<file path="src/rtl/alu_pkg.sv">
// Shared definitions for the arbitrated ALU: op-codes, FSM encoding, widths.
package alu_pkg;

  localparam int DATA_W = 8;

  // ALU control codes as presented on reqN_op.
  typedef enum logic [2:0] {
    ADD  = 3'b000,
    SUB  = 3'b001,
    AND  = 3'b010,
    OR   = 3'b011,
    PASS = 3'b100,
    RAND = 3'b101,
    ROR  = 3'b110,
    SHL  = 3'b111
  } alu_op_e;

  // Arbiter FSM: accept in IDLE, compute in EXEC, hold the response in RESP.
  typedef enum logic [1:0] {
    IDLE = 2'd0,
    EXEC = 2'd1,
    RESP = 2'd2
  } state_e;

endpackage

</file>
<file path="src/rtl/alu_arbiter_if.sv">
// Bus bundle between two requesters, one response consumer and the arbiter.
//
// Handshake rule for every channel: a transfer happens on a rising clock edge
// where valid and ready are both high. A producer holds valid and its payload
// stable until that edge. Ready may depend combinationally on valid.
interface alu_arbiter_if;
  import alu_pkg::*;

  logic              req0_valid;
  logic              req0_ready;
  logic [2:0]        req0_op;
  logic [DATA_W-1:0] req0_a;
  logic [DATA_W-1:0] req0_b;

  logic              req1_valid;
  logic              req1_ready;
  logic [2:0]        req1_op;
  logic [DATA_W-1:0] req1_a;
  logic [DATA_W-1:0] req1_b;

  logic              rsp_valid;
  logic              rsp_ready;
  logic              rsp_id;
  logic [DATA_W-1:0] rsp_y;
  logic              rsp_overflow;
  logic              rsp_zero;

  // Requesters and response consumer.
  modport master (
    output req0_valid, req0_op, req0_a, req0_b,
    output req1_valid, req1_op, req1_a, req1_b,
    output rsp_ready,
    input  req0_ready, req1_ready,
    input  rsp_valid, rsp_id, rsp_y, rsp_overflow, rsp_zero
  );

  // Arbiter side.
  modport slave (
    input  req0_valid, req0_op, req0_a, req0_b,
    input  req1_valid, req1_op, req1_a, req1_b,
    input  rsp_ready,
    output req0_ready, req1_ready,
    output rsp_valid, rsp_id, rsp_y, rsp_overflow, rsp_zero
  );
endinterface

</file>
<file path="src/rtl/alu_arbiter_alu.sv">
// Combinational 8-bit ALU; arithmetic is 9-bit unsigned so bit 8 is carry/borrow.
module alu
  import alu_pkg::*;
(
  input  alu_op_e           i_op,
  input  logic [DATA_W-1:0] i_a,
  input  logic [DATA_W-1:0] i_b,
  output logic [DATA_W-1:0] o_y,
  output logic              o_overflow,
  output logic              o_zero
);

  logic [DATA_W:0] w_res;

  // Compute the 9-bit result; bit 8 is only ever set by add/sub.
  always_comb begin
    w_res = '0;
    case (i_op)
      ADD:  w_res = {1'b0, i_a} + {1'b0, i_b};
      SUB:  w_res = {1'b0, i_a} - {1'b0, i_b};
      AND:  w_res = {1'b0, i_a & i_b};
      OR:   w_res = {1'b0, i_a | i_b};
      PASS: w_res = {1'b0, i_b};
      RAND: w_res = {{DATA_W{1'b0}}, &i_b};
      ROR:  w_res = {{DATA_W{1'b0}}, |i_b};
      SHL:  w_res = (i_b >= 8'd8) ? '0 : {1'b0, i_a << i_b[2:0]};
      default: w_res = '0;
    endcase
  end

  assign o_y        = w_res[DATA_W-1:0];
  assign o_overflow = w_res[DATA_W];
  assign o_zero     = (w_res[DATA_W-1:0] == '0);

endmodule

</file>
<file path="src/rtl/alu_arbiter.sv">
// Two-requester arbiter in front of one ALU: accept, execute, hold response.
// One operation is in flight at a time; peak rate is one op per three clocks.
module alu_arbiter
  import alu_pkg::*;
#(
  parameter bit RR_EN = 1'b1
)(
  input  logic          clk,
  input  logic          rst_n,
  alu_arbiter_if.slave  bus,
  output state_e        o_state
);

  state_e            r_state;
  state_e            w_state_nxt;

  // Id granted most recently; reset to 1 so requester 0 wins the first tie.
  logic              r_last;

  logic              r_id;
  alu_op_e           r_op;
  logic [DATA_W-1:0] r_a;
  logic [DATA_W-1:0] r_b;

  logic              r_rsp_id;
  logic [DATA_W-1:0] r_rsp_y;
  logic              r_rsp_ov;
  logic              r_rsp_zero;

  logic              w_gnt0;
  logic              w_gnt1;
  logic              w_hs;
  logic [DATA_W-1:0] w_y;
  logic              w_ov;
  logic              w_zero;

  // Grant decision: only in IDLE, at most one requester, tie broken by pointer.
  always_comb begin
    w_gnt0 = 1'b0;
    w_gnt1 = 1'b0;
    if (r_state == IDLE) begin
      if (bus.req0_valid && bus.req1_valid) begin
        if (RR_EN && (r_last == 1'b0)) w_gnt1 = 1'b1;
        else                           w_gnt0 = 1'b1;
      end else if (bus.req0_valid) begin
        w_gnt0 = 1'b1;
      end else if (bus.req1_valid) begin
        w_gnt1 = 1'b1;
      end
    end
  end

  // A grant is only raised for a valid requester, so grant equals handshake.
  assign w_hs           = w_gnt0 | w_gnt1;
  assign bus.req0_ready = w_gnt0;
  assign bus.req1_ready = w_gnt1;

  // Next-state logic.
  always_comb begin
    w_state_nxt = r_state;
    case (r_state)
      IDLE:    if (w_hs) w_state_nxt = EXEC;
      EXEC:    w_state_nxt = RESP;
      RESP:    if (bus.rsp_ready) w_state_nxt = IDLE;
      default: w_state_nxt = IDLE;
    endcase
  end

  // State register.
  always_ff @(posedge clk or negedge rst_n) begin
    if (!rst_n) r_state <= IDLE;
    else        r_state <= w_state_nxt;
  end

  // Capture the accepted operation and move the round-robin pointer.
  always_ff @(posedge clk or negedge rst_n) begin
    if (!rst_n) begin
      r_last <= 1'b1;
      r_id   <= 1'b0;
      r_op   <= ADD;
      r_a    <= '0;
      r_b    <= '0;
    end else if (w_hs) begin
      r_last <= w_gnt1;
      r_id   <= w_gnt1;
      r_op   <= w_gnt1 ? alu_op_e'(bus.req1_op) : alu_op_e'(bus.req0_op);
      r_a    <= w_gnt1 ? bus.req1_a : bus.req0_a;
      r_b    <= w_gnt1 ? bus.req1_b : bus.req0_b;
    end
  end

  alu u_alu (
    .i_op       (r_op),
    .i_a        (r_a),
    .i_b        (r_b),
    .o_y        (w_y),
    .o_overflow (w_ov),
    .o_zero     (w_zero)
  );

  // Register the ALU result in EXEC; it stays put through RESP.
  always_ff @(posedge clk or negedge rst_n) begin
    if (!rst_n) begin
      r_rsp_id   <= 1'b0;
      r_rsp_y    <= '0;
      r_rsp_ov   <= 1'b0;
      r_rsp_zero <= 1'b0;
    end else if (r_state == EXEC) begin
      r_rsp_id   <= r_id;
      r_rsp_y    <= w_y;
      r_rsp_ov   <= w_ov;
      r_rsp_zero <= w_zero;
    end
  end

  assign bus.rsp_valid    = (r_state == RESP);
  assign bus.rsp_id       = r_rsp_id;
  assign bus.rsp_y        = r_rsp_y;
  assign bus.rsp_overflow = r_rsp_ov;
  assign bus.rsp_zero     = r_rsp_zero;
  assign o_state          = r_state;

endmodule

</file>
<file path="src/flat_wrapper.sv">
// flat-port wrapper written by rule: the top's interface ports become plain ports
module alu_arbiter_flat import alu_pkg::*;
#(
  parameter bit RR_EN = 1'b1
)
  (clk, rst_n, o_state, bus_req0_valid, bus_req0_op, bus_req0_a, bus_req0_b, bus_req1_valid, bus_req1_op, bus_req1_a, bus_req1_b, bus_rsp_ready, bus_req0_ready, bus_req1_ready, bus_rsp_valid, bus_rsp_id, bus_rsp_y, bus_rsp_overflow, bus_rsp_zero);
  alu_arbiter_if bus_i ();
  input  logic clk;
  input  logic rst_n;
  output state_e o_state;
  input wire logic [$bits(bus_i.req0_valid)-1:0] bus_req0_valid;
  input wire logic [$bits(bus_i.req0_op)-1:0] bus_req0_op;
  input wire logic [$bits(bus_i.req0_a)-1:0] bus_req0_a;
  input wire logic [$bits(bus_i.req0_b)-1:0] bus_req0_b;
  input wire logic [$bits(bus_i.req1_valid)-1:0] bus_req1_valid;
  input wire logic [$bits(bus_i.req1_op)-1:0] bus_req1_op;
  input wire logic [$bits(bus_i.req1_a)-1:0] bus_req1_a;
  input wire logic [$bits(bus_i.req1_b)-1:0] bus_req1_b;
  input wire logic [$bits(bus_i.rsp_ready)-1:0] bus_rsp_ready;
  output wire logic [$bits(bus_i.req0_ready)-1:0] bus_req0_ready;
  output wire logic [$bits(bus_i.req1_ready)-1:0] bus_req1_ready;
  output wire logic [$bits(bus_i.rsp_valid)-1:0] bus_rsp_valid;
  output wire logic [$bits(bus_i.rsp_id)-1:0] bus_rsp_id;
  output wire logic [$bits(bus_i.rsp_y)-1:0] bus_rsp_y;
  output wire logic [$bits(bus_i.rsp_overflow)-1:0] bus_rsp_overflow;
  output wire logic [$bits(bus_i.rsp_zero)-1:0] bus_rsp_zero;
  assign bus_i.req0_valid = bus_req0_valid;
  assign bus_i.req0_op = bus_req0_op;
  assign bus_i.req0_a = bus_req0_a;
  assign bus_i.req0_b = bus_req0_b;
  assign bus_i.req1_valid = bus_req1_valid;
  assign bus_i.req1_op = bus_req1_op;
  assign bus_i.req1_a = bus_req1_a;
  assign bus_i.req1_b = bus_req1_b;
  assign bus_i.rsp_ready = bus_rsp_ready;
  assign bus_req0_ready = bus_i.req0_ready;
  assign bus_req1_ready = bus_i.req1_ready;
  assign bus_rsp_valid = bus_i.rsp_valid;
  assign bus_rsp_id = bus_i.rsp_id;
  assign bus_rsp_y = bus_i.rsp_y;
  assign bus_rsp_overflow = bus_i.rsp_overflow;
  assign bus_rsp_zero = bus_i.rsp_zero;
  alu_arbiter #(.RR_EN(RR_EN)) u_core (.clk(clk), .rst_n(rst_n), .bus(bus_i), .o_state(o_state));
endmodule
</file>
<file path="config.mk">
export PLATFORM = sky130hd
export DESIGN_NAME = alu_arbiter_flat
export DESIGN_NICKNAME = d
export VERILOG_FILES = /design/src/rtl/alu_pkg.sv /design/src/rtl/alu_arbiter_if.sv /design/src/rtl/alu_arbiter_alu.sv /design/src/rtl/alu_arbiter.sv /design/src/flat_wrapper.sv
export SDC_FILE = /design/constraint.sdc
export NUM_CORES = 1
export LEC_CHECK = 0
export CORE_MARGIN = 2
export CORE_UTILIZATION = 30
export CTS_CLUSTER_SIZE = 30
export DETAILED_ROUTE_END_ITERATION = 10
export PLACE_DENSITY = 0.59
export SYNTH_ARGS = -nofsm -noshare
export SYNTH_HDL_FRONTEND = slang
export SYNTH_SLANG_ARGS = --single-unit
</file>
<file path="constraint.sdc">
create_clock -name clk -period 2.7 [get_ports clk]
set_input_delay 0.27 -clock clk [delete_from_list [all_inputs] [get_ports clk]]
set_output_delay 0.27 -clock clk [all_outputs]
set_load 0.005 [all_outputs]
</file>
Word-level counts from Yosys, hierarchy flattened
Cells that the tools add are included.

operators by class
  reduce and logical (&&, ||, !) cells = 7
  add/sub/neg operators = 2
  equal/unequal tests = 11
  mux-type cells = 17
  bitwise gates (word level) = 3
  shift-type cells = 1
  order comparisons = 1

operator list
  kind                                                   count
  case mux 9 bit (8 select lines)                        1
  two-way mux 8 bit                                      3
  equality test 3 bit, second input constant             4
  adder 8 x 8 -> 9 bit                                   1
  two-way mux 1 bit                                      9
  subtractor 8 x 8 -> 9 bit                              1
  AND 8 bit                                              1
  >= comparator 8 x 4 -> 1 bit, second input constant    1
  logical NOT 8 bit                                      1
  OR 8 bit                                               1
  AND reduction 8 bit                                    1
  OR reduction 8 bit                                     1
  left shift 8 x 3 -> 8 bit                              1
  equality test 3 x 2 -> 1 bit, second input constant    2
  case mux 2 bit (3 select lines)                        1
  two-way mux 2 bit                                      2
  equality test 3 x 1 -> 1 bit, second input constant    1
  logical NOT 3 bit                                      1
  two-way mux 3 bit                                      1
  equality test 2 x 1 -> 1 bit, second input constant    1
  equality test 2 bit, second input constant             1
  logical NOT 2 bit                                      1
  inequality test 2 x 1 -> 1 bit, second input constant  1
  inequality test 2 bit, second input constant           1
  3 further kinds                                        3

word-level totals
  input bits = 43
  output and inout bits = 16
  flip-flop bits (word level) = 34
  word-level logic and storage cells = 52

Depth between registers and ports, before layout
  word-level depth = 7
  gate-level depth with buffers = 13
  gate-level depth less buffers = 12

Modules after synthesis
A second synthesis with hierarchy kept.

unflattened totals
  cell total of the unflattened synthesis = 266
  area total of the unflattened synthesis = 2616.3 µm²

modules (own cells, without submodules)
  module       area an instance (µm²)  times used  seq. area each (µm²)  cells each
  alu_arbiter  1428.9                  1           852.1                 106
  alu          1187.4                  1           0.0                   160

Worst setup path after synthesis
No wires, ideal clock.

  path type = register to register
  start point = register u_core.r_b[1]
  end point = register u_core.r_rsp_zero, in the netlist u_core.bus.rsp_zero
  stages on the path, launching flop included = 12
  library setup time = 0.104 ns
  period minus slack after synthesis = 2.927 ns
  required time = 2.596 ns
  buffers on the path = 1
  path slack = -0.227 ns
  arrival time = 2.824 ns
  cells stage by stage = dfrtp_1 clkbuf_1 inv_1 ha_1 mux2i_1 ha_1 nor2b_1 o2111ai_1 nand4b_1 nor3b_1 a2111o_1 o41ai_2

between the ends
  word-level cells in the longest chain between the ends = 4
  elaborated cells between the ends (all ways) = 11
  classes of those cells = add/sub: 2; order compare: 1; shift: 1; mux: 2; bitwise: 2; reduce/logical: 3

ends and longest elaborated chain
  element                                                                    line                   RTL
  start, declared                                                            alu_arbiter.sv:23      logic [DATA_W-1:0] r_b;
  start signal, assigned                                                     alu_arbiter.sv:88      r_b <= w_gnt1 ? bus.req1_b : bus.req0_b;
  >= comparator 8 x 4 -> 1 bit or left shift 8 x 3 -> 8 bit (tied branches)  alu_arbiter_alu.sv:26  SHL: w_res = (i_b >= 8'd8) ? '0 : {1'b0, i_a << i_b[2:0]};
  two-way mux 8 bit                                                          alu_arbiter_alu.sv:26
  case mux 9 bit (8 select lines) (*)                                        alu_arbiter_alu.sv:18  case (i_op)
  logical NOT 8 bit (*)                                                      alu_arbiter_alu.sv:33  assign o_zero = (w_res[DATA_W-1:0] == '0);
  end signal, assigned                                                       alu_arbiter.sv:112     r_rsp_zero <= w_zero;
  end, declared                                                              alu_arbiter.sv:28      logic r_rsp_zero;

Mark *: on every way between the ends. The rest lies on a longest branch, timed or not.
A chain may end at the register's enable or synchronous reset.

Final worst setup path
  start point = register u_core.r_op[2]
  end point = register u_core.r_rsp_zero, in the netlist u_core.bus.rsp_zero

between the ends
  word-level cells in the longest chain between the ends = 3
  elaborated cells between the ends (all ways) = 10
  classes of those cells = eq/ne: 7; mux: 1; reduce/logical: 2

ends and longest elaborated chain
  element                                            line                   RTL
  start, declared                                    alu_arbiter.sv:21      alu_op_e r_op;
  start signal, assigned                             alu_arbiter.sv:86      r_op <= w_gnt1 ? alu_op_e'(bus.req1_op) : alu_op_e'(bus.req0_op);
  equality test 3 bit, or another cell as far along  alu_arbiter_alu.sv:18
  case mux 9 bit (8 select lines) (*)                alu_arbiter_alu.sv:18
  logical NOT 8 bit (*)                              alu_arbiter_alu.sv:33

Marked as above.

==> results.cfg <==
[sta]
period_needed_ns = 2.66
maxSlewHeadroom_pct = 59.2
hold_viol = 0
skew_ns = 0.00746
tightest_slew_ns = 0.612
setup_viol = 0
grt_setup_unrepaired = true
max_freq_ghz = 0.375
setup_tns_ns = 0
drv_slew = 0
hold_ws_ns = 0.389
period_share_pct = 98.7

[power_and_ir_drop]
total_leakage_power_nw = 1.65
p_comb_share_pct = 74.8
power_frac_seq_pct = 17.3
p_int_w = 0.00322
peakVddDrop_mv = 0.500
sw_frac_of_total_pct = 45.7
p_per_area_nw_per_um2 = 1540
p_clk_share_pct = 7.9
switchingPower_w = 0.00271

[worst_setup_path]
worstSetupPathType = register to register
critPathLaunchType = register
required_ns = 2.90
worstPathArrival_ns = 2.86
crit_path_end_kind = register
worstPathMaxFanout = 3

[clock_network]
clkSinkCount = 34
cts_tree = built
cts_max_level = 2
clock_tree.buffer_depth = 2
clkTransAtPathRegs_ns = 0.08
cts-buffers-inserted = 5
cts-root-buf = clkbuf_8
worstSkewPairLatency_ns = 0.29

[global_routing]
grt_start_max_net_pins = 35
antenna_found_initial = 0
grt_usage_pct = 16.3
grt_pass1_vias = 2513
grt_pass1_wl_um = 12600
overflow = 0

[finish]
area_delta_synth_final_pct = 47.6
finalInstanceArea_um2 = 3850
final_util_pct = 44.8
antennaDiodeCount = 0
fin_nets = 444
drive_above_1_share_pct = 24.2

[die]
die_w_um = 97.3
die-height_um = 97.3
start_util_pct = 30.4
coreArea_um2 = 8590
io_pins = 59
fp-row-count = 34
design.die.area_um2 = 9460

[yosys]
synthArstFlopShare_pct = 100
synthCells = 296
ys_warn_count = 0
synth_seq_area_share_pct = 32.7
ys_ff_latch = 34
synth_nets = 353
synth_edf_count = 0
netlist_area_um2 = 2610
ys.flop_type = dfrtp_1
synthDistinctLibCells = 59
syn_avg_cell_area_um2 = 8.81

[drt]
wl_per_cell_um = 15.5
drc = 0
ant_nets = 0
dr_total_vias = 2581
post_drt_via_cell_ratio = 5.20
wl_um = 7680
firstDrtPassIters = 4
drtIter0Drc = 224

[place]
place_area_um2 = 3570
gpl.final_weighted_congestion = 0.939
portBuffers = 58
hpwl_um = 6000

[outcome]
status = finished clean

[hold_path]
worstHoldPathType = primary input to async pin

[flow_run]
maxCapViolCount = 0
[metal layers]
| layer | GRT usage, % | routed length [µm] |
|---|---|---|
| met2 | 27.0 | 3740 |
| met1 | 22.0 | 3400 |
| met4 | 4.49 | 78 |
| met3 | 2.73 | 454 |
| met5 | 0 | 0 |
[final timing paths]
path | startpoint | to | slack, ns | cells past startpoint
max in group asynchronous | rst_n | u_core.r_last$_DFFE_PN1P_ | 1.98 | 2
min | rst_n | u_core.o_state[1]$_DFFE_PN0P_ | 0.39 | 2
min reg2reg | u_core.bus.rsp_y[3]$_DFFE_PN0N_ | u_core.bus.rsp_y[3]$_DFFE_PN0N_ | 0.47 | 2
min in group clk | u_core.bus.rsp_y[3]$_DFFE_PN0N_ | u_core.bus.rsp_y[3]$_DFFE_PN0N_ | 0.47 | 2
max reg2reg | u_core.r_op[2]$_DFFE_PN0P_ | u_core.bus.rsp_zero$_DFFE_PN0N_ | 0.04 | 11
max | u_core.r_op[2]$_DFFE_PN0P_ | u_core.bus.rsp_zero$_DFFE_PN0N_ | 0.04 | 11
[registers in the layout, indices dropped and copies added, names as in the netlist]
signal                   cells
u_core.bus.rsp_y             8
u_core.r_a                   8
u_core.r_b                   8
u_core.r_op                  3
u_core.o_state               2
u_core.bus.rsp_id            1
u_core.bus.rsp_overflow      1
u_core.bus.rsp_zero          1
u_core.r_id                  1
u_core.r_last                1
[logic make-up (layout without fill, tap and decap cells)]
logic type	after synthesis	count (layout)	share of synthesized area, %
AOI/OAI and AO/OA	92	92	24.6
xor gates and xnor gates	9	9	3.02
adders and majority gates	15	15	7.39
buffers and inverters	28	120	4.80
DFF	34	34	32.7
muxes	16	16	8.83
and+or+nand+nor	102	102	18.7
[final cells by class]
type | instances | area, µm²
clock buffer | 6 | 72.6
clock inverter | 2 | 37.5
fill | 852 | 4740
inverter | 10 | 37.5
multi-input combinational | 234 | 1800
sequential | 34 | 855
tap | 108 | 135
timing repair buffer | 102 | 915
[synthesized netlist by cell type (5+ instances only)]
master     n  share of area, %
nand2_1   53               7.6
dfrtp_1   33                32
a21oi_1   20               3.8
a22oi_1   19               5.5
o21ai_0   19               3.6
nor2_1    16               2.3
ha_1      13               6.2
clkbuf_1   9               1.3
inv_1      9               1.3
nand2b_1   8               1.9
mux2_2     7               3.0
buf_2      6               1.2
xnor2_1    6               2.0
a211oi_1   5               1.4
mux2i_1    5               1.9
[layout by cell type, fill, tap and decap left out, types with 3 or more instances in the layout]
| cell | instances |
|---|---|
| clkdlybuf4s50_1 | 58 |
| nand2_1 | 52 |
| buf_4 | 43 |
| dfrtp_1 | 31 |
| a22oi_1 | 19 |
| o21ai_0 | 18 |
| a21oi_1 | 15 |
| nor2_1 | 13 |
| ha_1 | 11 |
| inv_1 | 7 |
| nand2b_1 | 7 |
| mux2_2 | 7 |
| xnor2_1 | 6 |
| a21oi_2 | 5 |
| clkbuf_8 | 5 |
| mux2i_1 | 4 |
| a211oi_1 | 4 |
| a21o_1 | 4 |
| xor2_1 | 3 |
| inv_2 | 3 |
| mux4_1 | 3 |
| a31oi_1 | 3 |
| nor3_1 | 3 |
| nand4_1 | 3 |
[power groups by stage]
stage	clock (W)	combinational, W	sequential, W
after CTS	0.000480	0.00402	0.00101
final	0.000468	0.00444	0.00103
after global placement	0	0.00394	0.00101
after global routing	0.000502	0.00488	0.00106
after floorplan	0	0.00257	0.000974
after detailed placement	0	0.00395	0.00102
[through the flow]
stage               setup WS, ns  total power [W]  cells
floorplan                -0.0409          0.00354    296
global placement        -0.00140          0.00495    484
detailed placement      -0.00132          0.00497    484
CTS                      0.00450          0.00551    492
global route              -0.118          0.00644    496
finish                    0.0360          0.00593    496
[critical path, cell delays in order, from the launching register on]
cell and delay, ns:
dfrtp_2 0.43, or2_4 0.27, nor2_4 0.13, nor2_2 0.06, xnor2_1 0.12, ha_1 0.31
a21o_1 0.18, a21oi_2 0.16, nand4b_1 0.10, nor3b_4 0.17, a2111o_1 0.38, o41ai_2 0.27
[what timing repair did]
item / CTS / global route
hold buffers: 0 / 0
resized for setup: 3 / 26
buffers inserted: 0 / 4
setup endpoints to repair: 1 / 4
cloned: 0 / 0
pin swaps: 0 / 16
(Power assumes the default switching activity.)
